$ cat config.mk
export PLATFORM = sky130hd
export DESIGN_NAME = squash_arbiter_flat
export DESIGN_NICKNAME = d
export VERILOG_FILES = /design/src/rtl/squash_arbiter_if.sv /design/src/rtl/squash_arbiter.sv /design/src/flat_wrapper.sv
export SDC_FILE = /design/constraint.sdc
export NUM_CORES = 1
export LEC_CHECK = 0
export ABC_AREA = 1
export BUFFER_PORTS_ARGS = -buffer_cell sky130_fd_sc_hd__buf_4
export CAP_MARGIN = 20
export CORE_MARGIN = 3
export CORE_UTILIZATION = 55
export DETAILED_ROUTE_END_ITERATION = 6
export PLACE_DENSITY = 0.92
export SETUP_SLACK_MARGIN = 0.05
export SYNTH_ARGS = -nofsm -noshare
export SYNTH_HDL_FRONTEND = slang
export SYNTH_SLANG_ARGS = --single-unit
$ cat constraint.sdc
create_clock -name clk_i -period 2.15 [get_ports clk_i]
set_input_delay 0.43 -clock clk_i [delete_from_list [all_inputs] [get_ports clk_i]]
set_output_delay 0.43 -clock clk_i [all_outputs]
set_load 0.01 [all_outputs]
$ cat src/rtl/squash_arbiter_if.sv
// Client and accelerator handshake bundle for squash_arbiter.
// master = arbiter side, slave = clients/accelerator side.
interface squash_arbiter_if;
  logic       req0_i, req1_i;
  logic       gnt0_o, gnt1_o;
  logic       done0_o, done1_o;
  logic       match0_o, match1_o;
  logic       ack0_i, ack1_i;
  logic       acc_start_o;
  logic       acc_sel_o;
  logic       acc_busy_i;
  logic       acc_valid_i;
  logic       acc_match_i;
  logic [7:0] timeout_cnt_o;

  modport master (
    input  req0_i, req1_i, ack0_i, ack1_i, acc_busy_i, acc_valid_i, acc_match_i,
    output gnt0_o, gnt1_o, done0_o, done1_o, match0_o, match1_o,
           acc_start_o, acc_sel_o, timeout_cnt_o
  );

  modport slave (
    output req0_i, req1_i, ack0_i, ack1_i, acc_busy_i, acc_valid_i, acc_match_i,
    input  gnt0_o, gnt1_o, done0_o, done1_o, match0_o, match1_o,
           acc_start_o, acc_sel_o, timeout_cnt_o
  );
endinterface

$ cat src/rtl/squash_arbiter.sv
// Two-client round-robin front end for the worm_squasher accelerator,
// one transaction in flight, with a watchdog that forces a "match" verdict.

// Per-client verdict holder: done/match flags and eligibility.
module squash_client (
  input  logic clk_i,
  input  logic rst_ni,
  input  logic req,
  input  logic ack,
  input  logic cap,
  input  logic cap_match,
  output logic done,
  output logic match,
  output logic elig
);
  always_ff @(posedge clk_i or negedge rst_ni) begin
    if (!rst_ni) begin
      done  <= 1'b0;
      match <= 1'b0;
    end else if (cap) begin
      done  <= 1'b1;
      match <= cap_match;
    end else if (ack && done) begin
      done  <= 1'b0;
    end
  end

  // A client with an unacked verdict cannot be granted again.
  assign elig = req & ~done;
endmodule

module squash_arbiter #(
  parameter int TIMEOUT = 15
) (
  input logic              clk_i,
  input logic              rst_ni,
  squash_arbiter_if.master bus
);
  localparam int NUM_CLI = 2;
  localparam int CW      = $clog2(TIMEOUT + 1);
  localparam logic [CW-1:0] TLAST = CW'(TIMEOUT - 1);

  typedef enum logic [1:0] {IDLE, START, WAIT} state_e;

  state_e              state_q, state_d;
  logic                sel_q, sel_d;
  logic                last_q, last_d;
  logic [CW-1:0]       cnt_q, cnt_d;
  logic [7:0]          tcnt_q, tcnt_d;
  logic [NUM_CLI-1:0]  req, ack, done, match, elig, cap, gnt;
  logic                cap_match, start, win;

  assign req = {bus.req1_i, bus.req0_i};
  assign ack = {bus.ack1_i, bus.ack0_i};

  for (genvar g = 0; g < NUM_CLI; g++) begin : g_cli
    squash_client u_cli (
      .clk_i     (clk_i),
      .rst_ni    (rst_ni),
      .req       (req[g]),
      .ack       (ack[g]),
      .cap       (cap[g]),
      .cap_match (cap_match),
      .done      (done[g]),
      .match     (match[g]),
      .elig      (elig[g])
    );
  end

  // On a tie the client that was not served last wins.
  assign win = (&elig) ? ~last_q : elig[1];

  always_ff @(posedge clk_i or negedge rst_ni) begin
    if (!rst_ni) begin
      state_q <= IDLE;
      sel_q   <= 1'b0;
      last_q  <= 1'b1;
      cnt_q   <= '0;
      tcnt_q  <= '0;
    end else begin
      state_q <= state_d;
      sel_q   <= sel_d;
      last_q  <= last_d;
      cnt_q   <= cnt_d;
      tcnt_q  <= tcnt_d;
    end
  end

  always_comb begin
    state_d   = state_q;
    sel_d     = sel_q;
    last_d    = last_q;
    cnt_d     = cnt_q;
    tcnt_d    = tcnt_q;
    cap       = '0;
    cap_match = 1'b0;
    start     = 1'b0;
    gnt       = '0;
    case (state_q)
      IDLE: begin
        if (!bus.acc_busy_i && |elig) begin
          sel_d   = win;
          state_d = START;
        end
      end
      START: begin
        start      = 1'b1;
        gnt[sel_q] = 1'b1;
        last_d     = sel_q;
        cnt_d      = '0;
        state_d    = WAIT;
      end
      WAIT: begin
        if (bus.acc_valid_i) begin
          cap[sel_q] = 1'b1;
          cap_match  = bus.acc_match_i;
          state_d    = IDLE;
        end else if (cnt_q == TLAST) begin
          // Fail safe: an unanswered request is treated as a worm.
          cap[sel_q] = 1'b1;
          cap_match  = 1'b1;
          if (tcnt_q != 8'hFF) tcnt_d = tcnt_q + 8'd1;
          state_d    = IDLE;
        end else begin
          cnt_d = cnt_q + 1'b1;
        end
      end
      default: state_d = IDLE;
    endcase
  end

  assign bus.gnt0_o        = gnt[0];
  assign bus.gnt1_o        = gnt[1];
  assign bus.done0_o       = done[0];
  assign bus.done1_o       = done[1];
  assign bus.match0_o      = match[0];
  assign bus.match1_o      = match[1];
  assign bus.acc_start_o   = start;
  assign bus.acc_sel_o     = sel_q;
  assign bus.timeout_cnt_o = tcnt_q;
endmodule

$ cat src/flat_wrapper.sv
// flat-port wrapper written by rule: the top's interface ports become plain ports
module squash_arbiter_flat 
#(
  parameter int TIMEOUT = 15
)
  (clk_i, rst_ni, bus_req0_i, bus_req1_i, bus_ack0_i, bus_ack1_i, bus_acc_busy_i, bus_acc_valid_i, bus_acc_match_i, bus_gnt0_o, bus_gnt1_o, bus_done0_o, bus_done1_o, bus_match0_o, bus_match1_o, bus_acc_start_o, bus_acc_sel_o, bus_timeout_cnt_o);
  squash_arbiter_if bus_i ();
  input logic clk_i;
  input logic rst_ni;
  input wire logic [$bits(bus_i.req0_i)-1:0] bus_req0_i;
  input wire logic [$bits(bus_i.req1_i)-1:0] bus_req1_i;
  input wire logic [$bits(bus_i.ack0_i)-1:0] bus_ack0_i;
  input wire logic [$bits(bus_i.ack1_i)-1:0] bus_ack1_i;
  input wire logic [$bits(bus_i.acc_busy_i)-1:0] bus_acc_busy_i;
  input wire logic [$bits(bus_i.acc_valid_i)-1:0] bus_acc_valid_i;
  input wire logic [$bits(bus_i.acc_match_i)-1:0] bus_acc_match_i;
  output wire logic [$bits(bus_i.gnt0_o)-1:0] bus_gnt0_o;
  output wire logic [$bits(bus_i.gnt1_o)-1:0] bus_gnt1_o;
  output wire logic [$bits(bus_i.done0_o)-1:0] bus_done0_o;
  output wire logic [$bits(bus_i.done1_o)-1:0] bus_done1_o;
  output wire logic [$bits(bus_i.match0_o)-1:0] bus_match0_o;
  output wire logic [$bits(bus_i.match1_o)-1:0] bus_match1_o;
  output wire logic [$bits(bus_i.acc_start_o)-1:0] bus_acc_start_o;
  output wire logic [$bits(bus_i.acc_sel_o)-1:0] bus_acc_sel_o;
  output wire logic [$bits(bus_i.timeout_cnt_o)-1:0] bus_timeout_cnt_o;
  assign bus_i.req0_i = bus_req0_i;
  assign bus_i.req1_i = bus_req1_i;
  assign bus_i.ack0_i = bus_ack0_i;
  assign bus_i.ack1_i = bus_ack1_i;
  assign bus_i.acc_busy_i = bus_acc_busy_i;
  assign bus_i.acc_valid_i = bus_acc_valid_i;
  assign bus_i.acc_match_i = bus_acc_match_i;
  assign bus_gnt0_o = bus_i.gnt0_o;
  assign bus_gnt1_o = bus_i.gnt1_o;
  assign bus_done0_o = bus_i.done0_o;
  assign bus_done1_o = bus_i.done1_o;
  assign bus_match0_o = bus_i.match0_o;
  assign bus_match1_o = bus_i.match1_o;
  assign bus_acc_start_o = bus_i.acc_start_o;
  assign bus_acc_sel_o = bus_i.acc_sel_o;
  assign bus_timeout_cnt_o = bus_i.timeout_cnt_o;
  squash_arbiter #(.TIMEOUT(TIMEOUT)) u_core (.clk_i(clk_i), .rst_ni(rst_ni), .bus(bus_i));
endmodule
==> qor.yml, run 1 <==
global_routing:
  grt_max_degree: 21
  grt_pass1_wl_um: 3890
  grt_use_met3_pct: 3.93
  grt_usage_pct: 20.3
  overflow: 0
  antenna_found_initial: 0
  met1_usage_pct: 23.6
  top_usage_layer: "met2"
  grt_util_met2_pct: 36.1
  grt_pass1_vias: 949
timing:
  fmax_ghz: 0.585
  period_needed_ps: 1710
  skew_ps: 0.992
  slew_headroom_pct: 82.5
  grt_setup_unrepaired: "false"
  slew_viol_final: 0
  tns_ps: 0
  min_period_over_period_pct: 79.5
  finalSetupViolCount: 0
  finalHoldViolations: 0
  tightest_slew_ps: 262
cells_and_area:
  utilization_pct: 73.6
  syn2layout_area_growth_pct: 23.3
  nNetsFinal: 183
  diodes: 0
  layout-drive-gt1-share_pct: 20.6
  nFillCells: 140
clock_network:
  cts.sinks: 20
  cts_root_buffer: "clkbuf_4"
  clk_pin_slew_ps: 100
  insertion_delay_ps: 290
  cts_made_buffers: 3
  htreeDepth: 1
  cts_tree: "done"
  cts_buffer_depth: 2
synthesis:
  synthMostInstantiatedCell: "nand2_1"
  syn_area_mm2: 0.00106
  ys_top_cells_by_area: "dfrtp_1 (45%), nand2_1 (19%), nand3_1 (5.6%)"
  synth.avg_cell_area_um2: 7.55
  synth_seq_cells: 20
  synth_warnings: 0
  synth_edf_count: 0
  netlist-cell-type-count: 19
  synth_top_area_share_pct: 44.7
  syn_nets: 153
  ys.flop_type: "dfrtp_1"
  async_flop_share_pct: 100
  synth_common_cells: "nand2_1 (54), dfrtp_1 (19), inv_1 (15)"
  ys_seq_area_share_pct: 47.1
  synth_top_area_cell: "dfrtp_1"
  synthCells: 141
setup_path:
  cp-start-kind: "register"
  endpoint_kind: "output port"
  rrSetupSlack_ps: 790
  critPathRequiredTime_ps: 1720
  path_class: "register to output port"
  path_max_fanout: 8
  critical_path_arrival_ps: 1280
floorplanning:
  core_area_mm2: 0.00178
  dieHeight_um: 50
  start_util_pct: 59.7
  die_width_um: 50
  die_area_mm2: 0.00250
  boundaryPins: 25
  rows: 15
place:
  hpwl_um: 1700
  gp_congestion: 0.811
  port_buffers: 24
power:
  vdd_drop_max_mv: 0.704
  power.density_mw_per_mm2: 798
  leakagePower_nw: 0.704
drt:
  wirelength_um: 2170
  drt_iter0_markers: 9
  num_vias: 972
  drc: 0
  routedWlPerCell_um: 11.1
  firstDrtPassIters: 5
  via_per_inst: 4.98
  ant_nets: 0
flow_run:
  cap_viol_max_count: 0
worst_hold_path:
  hp-class: "input port to register"
outcome:
  outcome: "finished, final reports clean"
[power by group]
part / leakage, nW / total (mW) / internal (mW) / switching (mW)
clock network: 0.0150 / 0.176 / 0.0721 / 0.104
logic: 0.422 / 0.342 / 0.144 / 0.198
registers: 0.267 / 0.530 / 0.463 / 0.0670
total: 0.704 / 1.05 / 0.679 / 0.368
[flip-flops by register name, indices dropped and copies added (netlist names)]
signal and flops:
u_core.cnt_q 4, u_core.state_q 2, u_core.last_q 1, u_core.g_cli.u_cli.done 2, u_core.bus.timeout_cnt_o 8, u_core.g_cli.u_cli.match 2, u_core.bus.acc_sel_o 1
[cells in the final DEF (no fill, tap or decap)]
| cell | count |
|---|---|
| dfstp_2 | 1 |
| nor2_4 | 1 |
| xnor2_1 | 2 |
| nand3_2 | 1 |
| nand4_1 | 1 |
| nand3_1 | 12 |
| clkbuf_4 | 3 |
| nor2_2 | 2 |
| xor2_1 | 2 |
| inv_1 | 15 |
| dfrtp_1 | 19 |
| buf_4 | 24 |
| nand2_1 | 54 |
| a31oi_1 | 1 |
| nand2_2 | 3 |
| a21oi_1 | 1 |
| o21ai_0 | 9 |
| clkbuf_1 | 1 |
| nand3b_1 | 1 |
| ha_1 | 3 |
| nor2_1 | 12 |
| dlygate4sd3_1 | 1 |
| clkinv_1 | 1 |
[routing by layer]
metal  part of all wire (%)  routed length (µm)  up-vias
li1                       -                   -      498
met1                     42                 922      452
met2                     53                1150       20
met3                    4.0                  86        2
met4                   0.74                  16        0
met5                      0                   0        -
[final timing paths]
path | startpoint | endpoint | depth (start not counted)
setup / recovery | u_core.state_q[1] | bus_gnt0_o | 4
hold / removal | bus_ack1_i | u_core.g_cli[1].u_cli.done | 2
setup reg to reg | u_core.cnt_q[0] | u_core.cnt_q[2] | 7
hold reg to reg | u_core.last_q | u_core.last_q | 2
max in group asynchronous | rst_ni | u_core.last_q | 2
min in group asynchronous | rst_ni | u_core.bus.timeout_cnt_o[0] | 2
[cells by family (layout without fill, tap and decap cells)]
group / Yosys count / in the layout / share of synthesized area, %
AND/OR/NAND/NOR: 87 / 87 / 35.1
flip-flops: 20 / 20 / 47.1
buffers and inverters: 16 / 45 / 5.64
AO/OA/AOI/OAI: 11 / 11 / 5.29
XOR/XNOR: 4 / 4 / 3.29
adder cells (fa/ha/maj): 3 / 3 / 3.53
[timing repair]
item,CTS,global route
hold endpoints to repair,19,0
gates resized for setup,0,0
hold buffers,1,0
buffers inserted,0,0
[area by class of cell]
class | instances | area (µm²) | area share, %
flip-flops and latches | 20 | 502 | 38.2
multi-input cells | 105 | 503 | 38.3
clock buffers | 4 | 26.3 | 2.00
well taps | 25 | 31.3 | 2.38
repair buffers | 25 | 190 | 14.5
inverters | 16 | 60.1 | 4.58
[critical path: stages, from the launching register on]
cell     delay (ps)
dfrtp_1         390
inv_1           100
nand2_1         180
nor2_1          180
buf_4           140
[through the flow]
stage               power, mW  setup slack, ps  std cells  area [µm²]  hold WS [ps]
finish                   1.05              440        195        1310           308
global route             1.13              301        195        1310           324
CTS                      1.06              415        195        1310           294
detailed placement      0.877              762        190        1280           323
global placement        0.856              809        190        1280           325
floorplan               0.716              900        141        1060           134
Note: power is estimated with default switching activity, not from simulation.
==> run 2: changes to the inputs <==
Settings changed: CORE_UTILIZATION 55 to 52, PLACE_DENSITY 0.92 to 0.89.
Clock period 2.15 ns to 1.7 ns, I/O delays scaled along.
==> qor.yml, run 2 (synthesized netlist as in run 1, its figures left out) <==
power:
  power_mw: 1.40  # was 1.05 mW
  leakagePower_nw: 0.713  # was 0.704 nW
  vdd_drop_max_mv: 1.09  # was 0.704 mV
  power.density_mw_per_mm2: 1050  # was 798 mW/mm²
global_routing:
  antenna_found_initial: 0  # unchanged
  overflow: 0  # unchanged
  grt_usage_pct: 19.9  # was 20.3%
  grt_max_degree: 21  # unchanged
  grt_pass1_wl_um: 3930  # was 3890 µm
  grt_pass1_vias: 926  # was 949
setup_path:
  critPathTopFamily: "flip-flops"  # unchanged
  max_stage_delay_ps: 400  # was 390 ps
  endpoint_kind: "output port"  # unchanged
  critPathRequiredTime_ps: 1360  # was 1720 ps
  crit_path_top_delay_cell: "dfrtp_1"  # unchanged
  critical_path_arrival_ps: 1230  # was 1280 ps
  path_class: "register to output port"  # unchanged
  path_max_fanout: 8  # unchanged
  path_cells: "inv_1 > nand2_4 > nor2_2 > buf_4"  # was inv_1 > nand2_1 > nor2_1 > buf_4
  crit_buf_inv: 2  # unchanged
  cp-start-kind: "register"  # unchanged
floorplanning:
  die_width_um: 51.3  # was 50 µm
  rows: 15  # unchanged
  die_area_mm2: 0.00263  # was 0.00250 mm²
  core_area_mm2: 0.00182  # was 0.00178 mm²
  boundaryPins: 25  # unchanged
  start_util_pct: 58.5  # was 59.7%
  dieHeight_um: 51.3  # was 50 µm
cells_and_area:
  syn2layout_area_growth_pct: 25.1  # was 23.3%
  layout-drive-gt1-share_pct: 22.4  # was 20.6%
  nNetsFinal: 183  # unchanged
  mostFrequentLayoutCells: "nand2_1 (53), buf_4 (24), dfrtp_1 (19), inv_1 (15), nand3_1 (12)"  # was nand2_1 (54), buf_4 (24), dfrtp_1 (19), inv_1 (15)
  stdcell_count: 195  # unchanged
  diodes: 0  # unchanged
  largest_reg_flops: 8  # unchanged
  seqCellArea_um2: 502  # unchanged
  nFillCells: 144  # was 140
  mostFrequentLayoutCell: "nand2_1"  # unchanged
  multi_input_area_um2: 513  # was 503 µm²
timing:
  tightest_slew_ps: 259  # was 262 ps
  fmax_ghz: 0.636
  tns_ps: 0  # unchanged
  finalHoldViolations: 0  # unchanged
  min_period_over_period_pct: 92.4
  skew_ps: 1.33  # was 0.992 ps
  period_needed_ps: 1570
  grt_setup_unrepaired: "false"  # unchanged
  slew_headroom_pct: 82.7  # was 82.5%
  slew_viol_final: 0  # unchanged
  finalSetupViolCount: 0  # unchanged
  hold_ws_ps: 209  # was 308 ps
clock_network:
  cts_tree: "done"  # unchanged
  cts.sinks: 20  # unchanged
  insertion_delay_ps: 290  # about the same
  htreeDepth: 1  # unchanged
  cts_buffer_depth: 2  # unchanged
  cts_root_buffer: "clkbuf_4"  # unchanged
  clk_pin_slew_ps: 110  # was 100 ps
  cts_made_buffers: 3  # unchanged
drt:
  ant_nets: 0  # unchanged
  via_per_inst: 5.09  # was 4.98
  wirelength_um: 2320  # was 2170 µm
  firstDrtPassIters: 4  # was 5
  drt_iter0_markers: 20  # was 9
  num_vias: 993  # was 972
  routedWlPerCell_um: 11.9  # was 11.1 µm
  drc: 0  # unchanged
place:
  hpwl_um: 1760  # was 1700 µm
  gp_congestion: 0.867  # was 0.811
  port_buffers: 24  # unchanged
  placedCellCount: 190  # unchanged
outcome:
  outcome: "finished, final reports clean"  # unchanged
worst_hold_path:
  hp-class: "input port to register"  # unchanged
flow_run:
  cap_viol_max_count: 0  # unchanged
run 2: cell type report:
type / instances / share of cell area (%)
Timing Repair Buffer: 25 / 14.3
Inverter: 16 / 4.51
Tap cell: 25 / 2.35
Sequential cell: 20 / 37.7
Clock buffer: 4 / 2.72
Multi-Input combinational cell: 105 / 38.5
run 2: power breakdown:
group | switching (mW) | internal [mW] | total (mW) | leakage, nW
combinational | 0.270 | 0.188 | 0.458 | 0.426
clock | 0.138 | 0.130 | 0.268 | 0.0210
sequential | 0.0921 | 0.585 | 0.677 | 0.267
total | 0.500 | 0.904 | 1.40 | 0.713
run 2: worst paths after layout:
kind                                        start                           to  slack, ps  cells past startpoint
min in group asynchronous                  rst_ni  u_core.bus.timeout_cnt_o[2]        460                      2
worst max register to register    u_core.cnt_q[0]              u_core.cnt_q[3]        360                      7
worst min register to register      u_core.last_q                u_core.last_q        510                      2
worst max-delay path            u_core.state_q[1]                   bus_gnt0_o        130                      4
max in group asynchronous                  rst_ni                u_core.last_q        970                      2
worst min-delay path                   bus_ack0_i   u_core.g_cli[0].u_cli.done        210                      2
run 2: what timing repair did:
item,in CTS,in global routing
hold endpoints to repair,19,0
pin swaps,0,0
gates resized for setup,1,2
buffers inserted,0,0
endpoints found under the setup margin,1,1
hold buffers,1,0
run 2: metal layers:
layer / global-route usage [%] / wire length, µm
met1: 23.9 / 965
met2: 35.0 / 1270
met3: 3.50 / 72
met4: 7.86 / 13
met5: 0 / 0
run 2: metrics by stage:
stage	setup WS [ps]	util [%]	cell area [µm²]
floorplan	465	-	1060
global placement	414	70.1	1280
detailed placement	372	70.1	1280
CTS	117	72.8	1330
global route	28.2	73.2	1330
finish	129	73.2	1330
run 2: worst register-to-register path, cell delays in order (launching register included):
cell and delay [ps]:
dfrtp_1 450, inv_1 80, ha_1 150, nand3_2 100
nand2_1 220, nand2_2 110, nand2_1 80, nand2_1 50
